--- src/rtl/control_sequencer.sv ---
// Fetch/decode/execute sequencer for the Calculation_and_Register datapath.
// Outputs decode from state; memory handshake and timeout in next-state logic.
module control_sequencer #(
   parameter int unsigned MEM_TIMEOUT = 16,
   parameter int unsigned CNT_W       = 16
) (
   input  logic             clk,
   input  logic             rst,
   input  logic [3:0]       Instr,
   input  logic             z,
   input  logic             mem_ready,
   output logic             arload,
   output logic             pcload,
   output logic             pcinc,
   output logic             pcbus,
   output logic             drload,
   output logic             drbus,
   output logic             membus,
   output logic             irload,
   output logic             ac_load,
   output logic             ac_inc,
   output logic             acbus,
   output logic [2:0]       alusel,
   output logic             rd,
   output logic             wr,
   output logic             halted,
   output logic             fault,
   output logic [CNT_W-1:0] instr_count
);

   typedef enum logic [3:0] {
      S_F1, S_F2, S_F3, S_DEC, S_A1,
      S_R1, S_X1, S_W1, S_HALT, S_FAULT
   } state_e;

   localparam logic [7:0] TO_M1 = 8'(MEM_TIMEOUT - 1);

   state_e           state_q, state_d;
   logic [3:0]       op_q, op_d;
   logic [7:0]       wait_q, wait_d;
   logic [CNT_W-1:0] cnt_q;
   logic             retire;
   logic             mem_st;

   assign mem_st = (state_q == S_F2) || (state_q == S_R1) ||
                   (state_q == S_W1);

   always_comb begin
      state_d = state_q;
      op_d    = op_q;
      wait_d  = '0;
      retire  = 1'b0;
      unique case (state_q)
         S_F1: state_d = S_F2;
         S_F2: if (mem_ready) state_d = S_F3;
         S_F3: state_d = S_DEC;
         S_DEC: begin
            op_d = Instr;
            if (Instr == 4'hF) begin
               state_d = S_HALT;
            end else if (Instr inside {[4'h1:4'h7]}) begin
               state_d = S_A1;
            end else begin
               state_d = S_F1;
               retire  = 1'b1;
            end
         end
         S_A1: state_d = (op_q == 4'h2) ? S_W1 : S_R1;
         S_R1: if (mem_ready) state_d = S_X1;
         S_X1: begin
            state_d = S_F1;
            retire  = 1'b1;
         end
         S_W1: if (mem_ready) begin
            state_d = S_F1;
            retire  = 1'b1;
         end
         default: state_d = state_q;
      endcase
      // A stalled memory access either keeps counting or gives up.
      if (mem_st && !mem_ready) begin
         if (wait_q == TO_M1) state_d = S_FAULT;
         else                 wait_d  = wait_q + 8'd1;
      end
   end

   always_ff @(posedge clk) begin
      if (rst) begin
         state_q <= S_F1;
         op_q    <= '0;
         wait_q  <= '0;
         cnt_q   <= '0;
      end else begin
         state_q <= state_d;
         op_q    <= op_d;
         wait_q  <= wait_d;
         if (retire) cnt_q <= cnt_q + CNT_W'(1);
      end
   end

   always_comb begin
      arload  = 1'b0;
      pcload  = 1'b0;
      pcinc   = 1'b0;
      pcbus   = 1'b0;
      drload  = 1'b0;
      drbus   = 1'b0;
      membus  = 1'b0;
      irload  = 1'b0;
      ac_load = 1'b0;
      ac_inc  = 1'b0;
      acbus   = 1'b0;
      alusel  = 3'b000;
      rd      = 1'b0;
      wr      = 1'b0;
      halted  = 1'b0;
      fault   = 1'b0;
      if (!rst) begin
         unique case (state_q)
            S_F1: begin
               pcbus  = 1'b1;
               arload = 1'b1;
            end
            S_F2: begin
               rd     = 1'b1;
               membus = 1'b1;
               drload = mem_ready;
               pcinc  = mem_ready;
            end
            S_F3: begin
               drbus  = 1'b1;
               irload = 1'b1;
            end
            S_DEC: begin
               case (Instr)
                  4'h8: begin
                     ac_load = 1'b1;
                     alusel  = 3'b101;
                  end
                  4'h9: ac_inc = 1'b1;
                  4'hA: begin
                     drbus  = 1'b1;
                     pcload = 1'b1;
                  end
                  4'hB: begin
                     drbus  = 1'b1;
                     pcload = z;
                  end
                  4'hC: begin
                     ac_load = 1'b1;
                     alusel  = 3'b111;
                  end
                  default: ;
               endcase
            end
            S_A1: begin
               drbus  = 1'b1;
               arload = 1'b1;
            end
            S_R1: begin
               rd     = 1'b1;
               membus = 1'b1;
               drload = mem_ready;
            end
            S_X1: begin
               drbus   = 1'b1;
               ac_load = 1'b1;
               case (op_q)
                  4'h1:    alusel = 3'b110;
                  4'h4:    alusel = 3'b001;
                  4'h5:    alusel = 3'b010;
                  4'h6:    alusel = 3'b011;
                  4'h7:    alusel = 3'b100;
                  default: alusel = 3'b000;
               endcase
            end
            S_W1: begin
               acbus = 1'b1;
               wr    = 1'b1;
            end
            S_HALT: halted = 1'b1;
            S_FAULT: begin
               halted = 1'b1;
               fault  = 1'b1;
            end
            default: ;
         endcase
      end
   end

   assign instr_count = cnt_q;

endmodule

--- config.mk ---
export PLATFORM = sky130hd
export DESIGN_NAME = control_sequencer
export DESIGN_NICKNAME = d
export VERILOG_FILES = /design/src/rtl/control_sequencer.sv
export SDC_FILE = /design/constraint.sdc
export NUM_CORES = 1
export LEC_CHECK = 0
export BUFFER_PORTS_ARGS = -buffer_cell sky130_fd_sc_hd__buf_4
export CORE_MARGIN = 5
export CORE_UTILIZATION = 40
export DETAILED_ROUTE_END_ITERATION = 7
export GPL_TIMING_DRIVEN = 0
export PLACE_DENSITY = 0.63
export SLEW_MARGIN = 20
export SYNTH_ARGS = -nofsm -noshare
export SYNTH_HDL_FRONTEND = slang
export SYNTH_SLANG_ARGS = --single-unit
--- constraint.sdc ---
create_clock -name clk -period 1.75 [get_ports clk]
set_input_delay 0.0875 -clock clk [delete_from_list [all_inputs] [get_ports clk]]
set_output_delay 0.0875 -clock clk [all_outputs]
set_load 0.02 [all_outputs]
==> results of run 1 <==
final timing paths:
| path | endpoint | slack [ns] |
|---|---|---|
| worst min-delay path | op_q[0] | 0.08 |
| worst max-delay path | pcinc | 0.03 |
| worst max register to register | instr_count[15] | 0.05 |
| worst min register to register | wait_q[0] | 0.44 |
area by class of cell:
cell class                 count  area, sq um
sequential                    32          648
tap                           54         67.6
timing repair buffer          48          368
buffer                        18          124
clock inverter                 2         35.0
multi-input combinational    178         1230
clock buffer                   6         72.6
fill                         461         2140
inverter                       3         11.3
synthesized netlist by cell type, types with 2 or more instances:
library cell   n  area [sq um]
dfxtp_1       32           641
nor2_1        35           131
nor2b_1       15          93.8
ha_1           2          25.0
and4_1         2          17.5
nand4_1        7          43.8
nand3b_1       4          30.0
or4_1          2          15.0
nand2_1        6          22.5
and3_1         2          12.5
inv_1          3          11.3
nand2b_1       4          25.0
buf_6          3          33.8
buf_4          4          30.0
a211oi_1       4          30.0
buf_2          3          15.0
mux2_1         3          33.8
nor3_1         6          30.0
clkbuf_1       9          33.8
nor4b_1        2          17.5
mux2i_1        5          50.1
o21ai_0        5          25.0
a21oi_1       16          80.1
mux2_2        11           124
nand3_1       13          65.1
and2_1         4          25.0
xnor2_1        4          35.0
nor4_1         3          18.8
a211oi_2       2          25.0
xor2_1         3          26.3
state kept, by name (all words and copies together), names as in the netlist:
signal,flops
instr_count,16
wait_q,8
op_q,4
state_q,4
repair_timing:
| item | in CTS | in global routing |
|---|---|---|
| pin swaps | 1 | 5 |
| setup endpoints to repair | 8 | 22 |
| hold endpoints to repair | 0 | 0 |
| buffers inserted | 0 | 9 |
| gates resized for setup | 5 | 23 |
| hold buffers | 0 | 0 |
worst min-delay path: cells and delay by family:
kind,cells,cell delay [ns]
buffers and inverters,1,0.10
AND/OR/NAND/NOR,1,0.08
multiplexers,1,0.06
power by group:
| part | total, mW | leakage [nW] | switching, mW | internal (mW) |
|---|---|---|---|---|
| logic | 0.185 | 0.712 | 0.109 | 0.0753 |
| clock network | 0.697 | 0.0552 | 0.275 | 0.422 |
| registers | 0.745 | 0.260 | 0.00901 | 0.736 |
per-layer routing:
metal	GRT usage, %	routed length [microns]
met5	0	0
met4	6.70	62
met3	3.27	157
met2	25.0	2370
met1	20.3	2200
stage by stage:
stage | hold WS, ns | setup WS, ns
finish | 0.0782 | 0.0270
detailed placement | 0.367 | 0.00105
CTS | 0.0792 | -0.0111
floorplan | 0.235 | 0.134
global route | 0.0977 | -0.0647
global placement | 0.359 | 0.0215
logic make-up (layout without fill, tap and decap cells):
kind of cell	after synthesis	in the layout
AND/OR/NAND/NOR	112	112
AO/OA/AOI/OAI	38	38
flip-flops	32	32
buffers and inverters	22	77
multiplexers	19	19
XOR/XNOR	7	7
adder cells (fa/ha/maj)	2	2
==> results.md, run 1 <==
- Slowest-stage cell, CP: or4_4
- TritonCTS clock tree: built
- Routed Antenna Nets: 0
- Max-Cap Viols: 0
- Layout area overhead: 32.4%
- Period minus WS final: 1.72 ns
- Post-synthesis sequential area ratio: 33.2%
- WP data arrival: 1.64 ns
- WL/cell: 14.1 microns
- Post-DP HPWL: 3.41 mm
- Worst hold path class: input port to register
- Post-synth net total: 242
- Worst path depth: 5
- Total Power: 1.63 mW
- Warnings from Yosys: 0
- FF+latch count, synth: 32
- Num CTS Buffers: 5
- Final Instance Area: 2550 sq um
- DRC errors left: 0
- Most common cell on crit path: buf_6
- Row cnt: 25
- Buffer type at the clock tree root: clkbuf_8
- Initial core utilization: 41.1%
- Placer Congestion: 0.815
- Share of cells above drive strength 1: 34.8%
- Largest net degree at the start of global routing: 11
- Setup violators final: 0
- R2R depth: 7
- Fmax: 580 MHz
- Cell variety after synth: 48
- Static leakage: 1.03 nW
- Synthesized area per cell: 8.31 sq um
- Port Buf Inserts: 39
- Critical path fanouts, max: 4
- Mux share of post-synthesis cell area: 10.8%
- Core area: 4690 sq um
- Most used DFF post-synth: dfxtp_1
- DR iter-0 viols: 48
- Period utilization: 98.5%
- Die Span Y: 79.4 microns
- Hold Startpoint: Instr[0]
- Commonest non-fill, non-tap cell in the layout: buf_4
- RSZ-0062 raised after global routing: yes
- Status: complete, no violations
- P per Cell Area: 637 nW/um^2
- I/O pins: 42
- Gr ovfl total: 0
- Clock Pin Slew Worst Setup and Hold Paths: 0.06 ns
- Critical Path Source Type: register
- CP delay by family, top: simple AND/OR/NAND/NOR gates
- Req. time, crit path: 1.66 ns
- Via/cell ratio: 5.36
- Worst path cell trace: buf_6 -> buf_4 -> or4_4 -> nor2_2 -> buf_6
- Most frequent cells in the layout: buf_4 (48), nor2_1 (34), dfxtp_1 (28)
- Non-filler cells, final: 341
- Gate Count Post-Synth: 232
- CP bufs+invs: 3
- Sink Count: 32
- Fin util: 54.4%
- Adder-cell share of the synthesized area: 1.30%
- Worst setup startpoint: state_q[2]
- Die W: 79.4 microns
- Sum of negative setup slack: 0 ns
- CP max stage delay: 0.52 ns
- Pre-Repair DR Iteration Count: 4
- Synth Area in Compound Gates: 13.7%
- Initial antenna violation count: 0
- WHS Path Cells: 3
- Peak supply drop: 0.467 mV
- Slew Limit Fails: 0
- Worst Skew: 0.0122 ns
- Final Net Count: 296
- Least-Margin Pin Slew: 0.484 ns
- Mapped Area: 1930 sq um
- Async S/R FF share, synth: 0%
- Number of flops mapped to enable cells by yosys: 0
- H-tree depth: 2
- DRT Wirelength: 4.79 mm
- Ant. Diodes: 0
- Setup CP Type: register to primary output
- CTS Buffer Depth: 2
- DR vias: 1,828
- Vias in the first global route: 1,663
- R2r startpoint: state_q[2]
- Dpl cells: 325
- Clock Latency Late Sink: 0.29 ns
- First-pass GRT wire length: 7.88 mm
- Xor/xnor share of the synthesized area: 3.18%
- Rel. slew slack: 67.8%
- GRT Resource Usage Total: 15.7%
- Synth Area in Simple Gates: 31.4%
- Setup crit end kind: primary output
- Largest family of logic cells by synthesized area: simple AND/OR/NAND/NOR gates
- Final hold vios: 0
- Die ar.: 6310 sq um
- Dpl cell area: 2290 sq um
(Power assumes the default switching activity.)
==> run 2: changes to the inputs <==
--- a/config.mk
+++ b/config.mk
@@ -11,7 +11,7 @@
 export DETAILED_ROUTE_END_ITERATION = 7
 export GPL_TIMING_DRIVEN = 0
 export PLACE_DENSITY = 0.63
-export SLEW_MARGIN = 20
+export SETUP_SLACK_MARGIN = 0.05
 export SYNTH_ARGS = -nofsm -noshare
 export SYNTH_HDL_FRONTEND = slang
 export SYNTH_SLANG_ARGS = --single-unit
==> run 2 against run 1 <==
  * Sequential power about the same
  * Clock power decreased by 0.6%
  * Final cell count increased by 1.2%
  * Largest power group unchanged
  * Via count decreased by 0.44%
  * Global-route usage increased by 0.19 points
  * Critical path type unchanged
  * Final area increased by 3.0%
  * Critical endpoint is now drbus
  * Total power about the same
==> results.md, run 2 (synthesis results as in run 1) <==
- Status: complete, no violations
- Setup CP Type: register to primary output
- Post-DP HPWL: 3.41 mm
- Die Span Y: 79.4 microns
- Peak supply drop: 0.479 mV
- WL/cell: 14.0 microns
- CTS Buffer Depth: 2
- Via/cell ratio: 5.28
- H-tree depth: 2
- Setup violators final: 0
- DP Worst Slack: 0.00105 ns
- Non-filler cells, final: 345
- Initial core utilization: 41.1%
- Sw Share: 24.1%
- RSZ-0062 raised after global routing: yes
- Least-Margin Pin Slew: 0.486 ns
- Final Net Count: 300
- Vias in the first global route: 1,695
- Port Buf Inserts: 39
- Core area: 4690 sq um
- Num CTS Buffers: 5
- WP data arrival: 1.63 ns
- Clock Pin Slew Worst Setup and Hold Paths: 0.06 ns
- P_int: 1.24 mW
- First-pass GRT wire length: 7.97 mm
- Slew Limit Fails: 0
- Req. time, crit path: 1.66 ns
- DR vias: 1,820
- Ant. Diodes: 0
- Initial antenna violation count: 0
- Clock Latency Late Sink: 0.29 ns
- Setup crit end kind: primary output
- Sink Count: 32
- Max reg flops: 16
- Worst hold path class: input port to register
- WHS Path Cells: 3
- Rel. slew slack: 67.6%
- Critical path fanouts, max: 8
- Die W: 79.4 microns
- Critical Path Source Type: register
- Dpl cells: 325
- Placer Congestion: 0.815
- Reg power frac: 45.8%
- Buffer type at the clock tree root: clkbuf_8
- Pre-Repair DR Iteration Count: 4
- TritonCTS clock tree: built
- Worst Skew: 0.0114 ns
- Routed Antenna Nets: 0
- Final hold vios: 0
- I/O pins: 42
- Static leakage: 1.06 nW
- Row cnt: 25
- Max-Cap Viols: 0
- DRT Wirelength: 4.83 mm
- Most frequent cells in the layout: buf_4 (52), nor2_1 (33), dfxtp_1 (28)
- Period minus WS final: 1.72 ns
- Layout area overhead: 36.4%
- DR iter-0 viols: 46
- P per Cell Area: 619 nW/um^2
- DRC errors left: 0
- Footprint of the multi-input gates: 1260 sq um
- Gr ovfl total: 0
- Fillers: 449
- GRT Resource Usage Total: 15.9%
- Fmax: 581 MHz
- Die ar.: 6310 sq um
- Commonest non-fill, non-tap cell in the layout: buf_4
- Switching pwr: 0.392 mW
- Share of cells above drive strength 1: 38.5%
- R2R depth: 5
- Storage cell area: 648 sq um
- Period utilization: 98.4%
- Hold_buf cts: 0
- Combinational Power Share: 11.7%
- Clk network pwr share: 42.6%
- PnR worst setup slack: 0.0280 ns
- Largest net degree at the start of global routing: 11
## run 2: power groups by stage
stage / Clock (mW) / Sequential, mW / Combinational (mW)
after detailed placement: 0 / 0.761 / 0.164
after global routing: 0.755 / 0.746 / 0.207
after global placement: 0 / 0.761 / 0.162
after CTS: 0.713 / 0.745 / 0.172
after floorplan: 0 / 0.759 / 0.108
final: 0.693 / 0.745 / 0.190
## run 2: layout make-up
class                   count  area share [%]
plain buffers              18            5.00
clock buffers               6            2.76
clock inverters             2            1.33
inverters                   3           0.428
multi-input cells         178            48.0
flip-flops and latches     32            24.6
well taps                  54            2.57
repair buffers             52            15.3
## run 2: worst max-delay path: stages (launching register included)
cell,delay [ns]
dfxtp_2,0.33
and4bb_2,0.37
buf_8,0.15
buf_6,0.09
nand4_1,0.08
a21oi_1,0.17
buf_4,0.16
## run 2: stage by stage
step / power, mW / instance area (sq um) / setup TNS [ns] / hold slack [ns] / util (%)
global route: 1.71 / 2630 / -0.0882 / 0.0977 / 56.1
floorplan: 0.868 / 1930 / 0 / 0.235 / -
global placement: 0.923 / 2290 / 0 / 0.359 / 48.9
finish: 1.63 / 2630 / 0 / 0.0811 / 56.1
CTS: 1.63 / 2470 / 0 / 0.0792 / 52.6
detailed placement: 0.925 / 2290 / 0 / 0.367 / 48.9
## run 2: metal layers
layer	vias up	global-route usage, %	wire (microns)
li1	940	-	-
met4	0	6.70	79
met5	-	0	0
met1	838	20.6	2230
met3	7	3.27	174
met2	35	25.4	2350
## run 2: worst paths after layout
kind | start | to | slack [ns]
setup / recovery | state_q[3] | drbus | 0.03
hold / removal | Instr[0] | op_q[0] | 0.08
setup reg to reg | state_q[3] | instr_count[14] | 0.07
hold reg to reg | wait_q[0] | wait_q[0] | 0.44
## run 2: what timing repair did
| item | in CTS | in global routing |
|---|---|---|
| gates resized for setup | 13 | 29 |
| cloned | 0 | 1 |
| endpoints found under the setup margin | 16 | 21 |
| setup buffers | 4 | 8 |
| pin swaps | 2 | 8 |
==> run 3: changes to the inputs <==
--- a/config.mk
+++ b/config.mk
@@ -11,7 +11,7 @@
 export DETAILED_ROUTE_END_ITERATION = 7
 export GPL_TIMING_DRIVEN = 0
 export PLACE_DENSITY = 0.63
-export SETUP_SLACK_MARGIN = 0.05
+export SETUP_SLACK_MARGIN = 0.2
 export SYNTH_ARGS = -nofsm -noshare
 export SYNTH_HDL_FRONTEND = slang
 export SYNTH_SLANG_ARGS = --single-unit
==> run 3 against run 2 <==
  * Die area unchanged
  * Sequential power barely moved
  * Final cell count unchanged
  * Utilization grew 3.2 points
  * Sequential share of layout area shrank 1.1 points
  * Largest power group unchanged
==> results.md, run 3 (synthesis results as in run 1) <==
- First-pass GRT wire length: 8.45 mm
- Req. time, crit path: 1.92 ns
- Share of cells above drive strength 1: 46.7%
- DR vias: 1,884
- Fmax: 597 MHz
- Fin util: 59.3%
- Port Buf Inserts: 39
- Num CTS Buffers: 5
- Slew Limit Fails: 0
- Die Span Y: 79.4 microns
- Layout area overhead: 44.2%
- GRT Resource Usage Total: 16.8%
- Initial antenna violation count: 0
- H-tree depth: 2
- Final Instance Area: 2780 sq um
- Most frequent cells in the layout: buf_4 (51), nor2_1 (33), dfxtp_1 (21)
- Clock Pin Slew Worst Setup and Hold Paths: 0.07 ns
- Initial core utilization: 41.1%
- Sink Count: 32
- Gr ovfl total: 0
- Final hold vios: 0
- Die W: 79.4 microns
- Storage cell area: 654 sq um
- Hold_buf cts: 0
- Period utilization: 95.7%
- Non-filler cells, final: 345
- Setup violators final: 0
- TritonCTS clock tree: built
- Pre-Repair DR Iteration Count: 4
- Setup CP Type: register to register
- Via/cell ratio: 5.46
- WL/cell: 15.0 microns
- Sum of negative setup slack: 0 ns
- Final Net Count: 301
- Rel. slew slack: 68.6%
- Placer Congestion: 0.814
- Routed Antenna Nets: 0
- Worst hold path class: input port to register
- Status: complete, no violations
- DRC errors left: 0
- Die ar.: 6310 sq um
- DRT Wirelength: 5.18 mm
- Static leakage: 1.10 nW
- Period minus WS final: 1.68 ns
- Dpl cells: 325
- Row cnt: 25
- Vias in the first global route: 1,720
- Core area: 4690 sq um
- Max-Cap Viols: 0
- Footprint of the multi-input gates: 1390 sq um
- Fillers: 411
- Buffer type at the clock tree root: clkbuf_8
- P per Cell Area: 566 nW/um^2
- Critical Path Source Type: register
- DR iter-0 viols: 89
- RSZ-0062 raised after global routing: yes
- Critical path fanouts, max: 6
- Largest net degree at the start of global routing: 11
- WP data arrival: 1.85 ns
- Least-Margin Pin Slew: 0.471 ns
- CTS Buffer Depth: 2
- Ant. Diodes: 0
- Peak supply drop: 0.497 mV
- Dpl cell area: 2320 sq um
- Final hold slack: 0.0679 ns
- Commonest non-fill, non-tap cell in the layout: buf_4
- Post-DP HPWL: 3.41 mm
- Worst Skew: 0.00857 ns
- Setup crit end kind: register
- Clock Latency Late Sink: 0.28 ns
- I/O pins: 42
- Max reg flops: 16
[run 3: changes by cell type in the layout (fill, tap and decap cells not counted), moves of 4 or more]
cell,previous run,this run
a21oi_1,13,7
dfxtp_1,28,21
dfxtp_2,3,11
mux2_2,11,7
mux2_4,0,6
[run 3: path summary, 6_finish.rpt]
check        slack, ns  cells past startpoint       start              end
min               0.07                      3    Instr[0]          op_q[0]
min reg2reg       0.45                      1   wait_q[0]        wait_q[0]
max               0.07                      6  state_q[2]  instr_count[14]
max reg2reg       0.07                      6  state_q[2]  instr_count[14]
[run 3: worst max-delay path: stages, from the launching register on]
cell and delay [ns]:
dfxtp_2 0.35, buf_6 0.11, nand3b_1 0.15, nand2b_4 0.23, buf_8 0.16, a211oi_4 0.25
mux2_4 0.32
[run 3: area by class of cell]
| class | count | area share [%] |
|---|---|---|
| Sequential cell | 32 | 23.5 |
| Timing Repair Buffer | 52 | 15.3 |
| Tap cell | 54 | 2.43 |
| Clock buffer | 7 | 3.47 |
| Buffer | 19 | 4.95 |
| Multi-Input combinational cell | 178 | 50.0 |
| Inverter | 3 | 0.405 |
[run 3: where the power goes]
part           total (mW)  internal, mW  leakage (nW)  switching, mW
clock network       0.627         0.350        0.0503          0.277
registers           0.746         0.737         0.264        0.00941
logic               0.199        0.0794         0.789          0.120
[run 3: stage by stage]
step / power [mW] / setup WS [ns]
finish: 1.57 / 0.0750
global route: 1.63 / 0.0198
CTS: 1.57 / 0.0724
detailed placement: 0.926 / -0.0370
global placement: 0.925 / -0.0499
floorplan: 0.869 / 0.216
[run 3: timing repair]
item,in CTS,in global routing
hold endpoints to repair,0,0
gates cloned,2,0
pin swaps,11,10
setup endpoints to repair,29,39
setup buffers,8,3
gates resized for setup,38,30
[run 3: routing by layer]
metal	track usage [%]	wire (microns)
met1	22.5	2420
met2	26.2	2450
met3	3.50	217
met4	6.53	91
met5	0	0
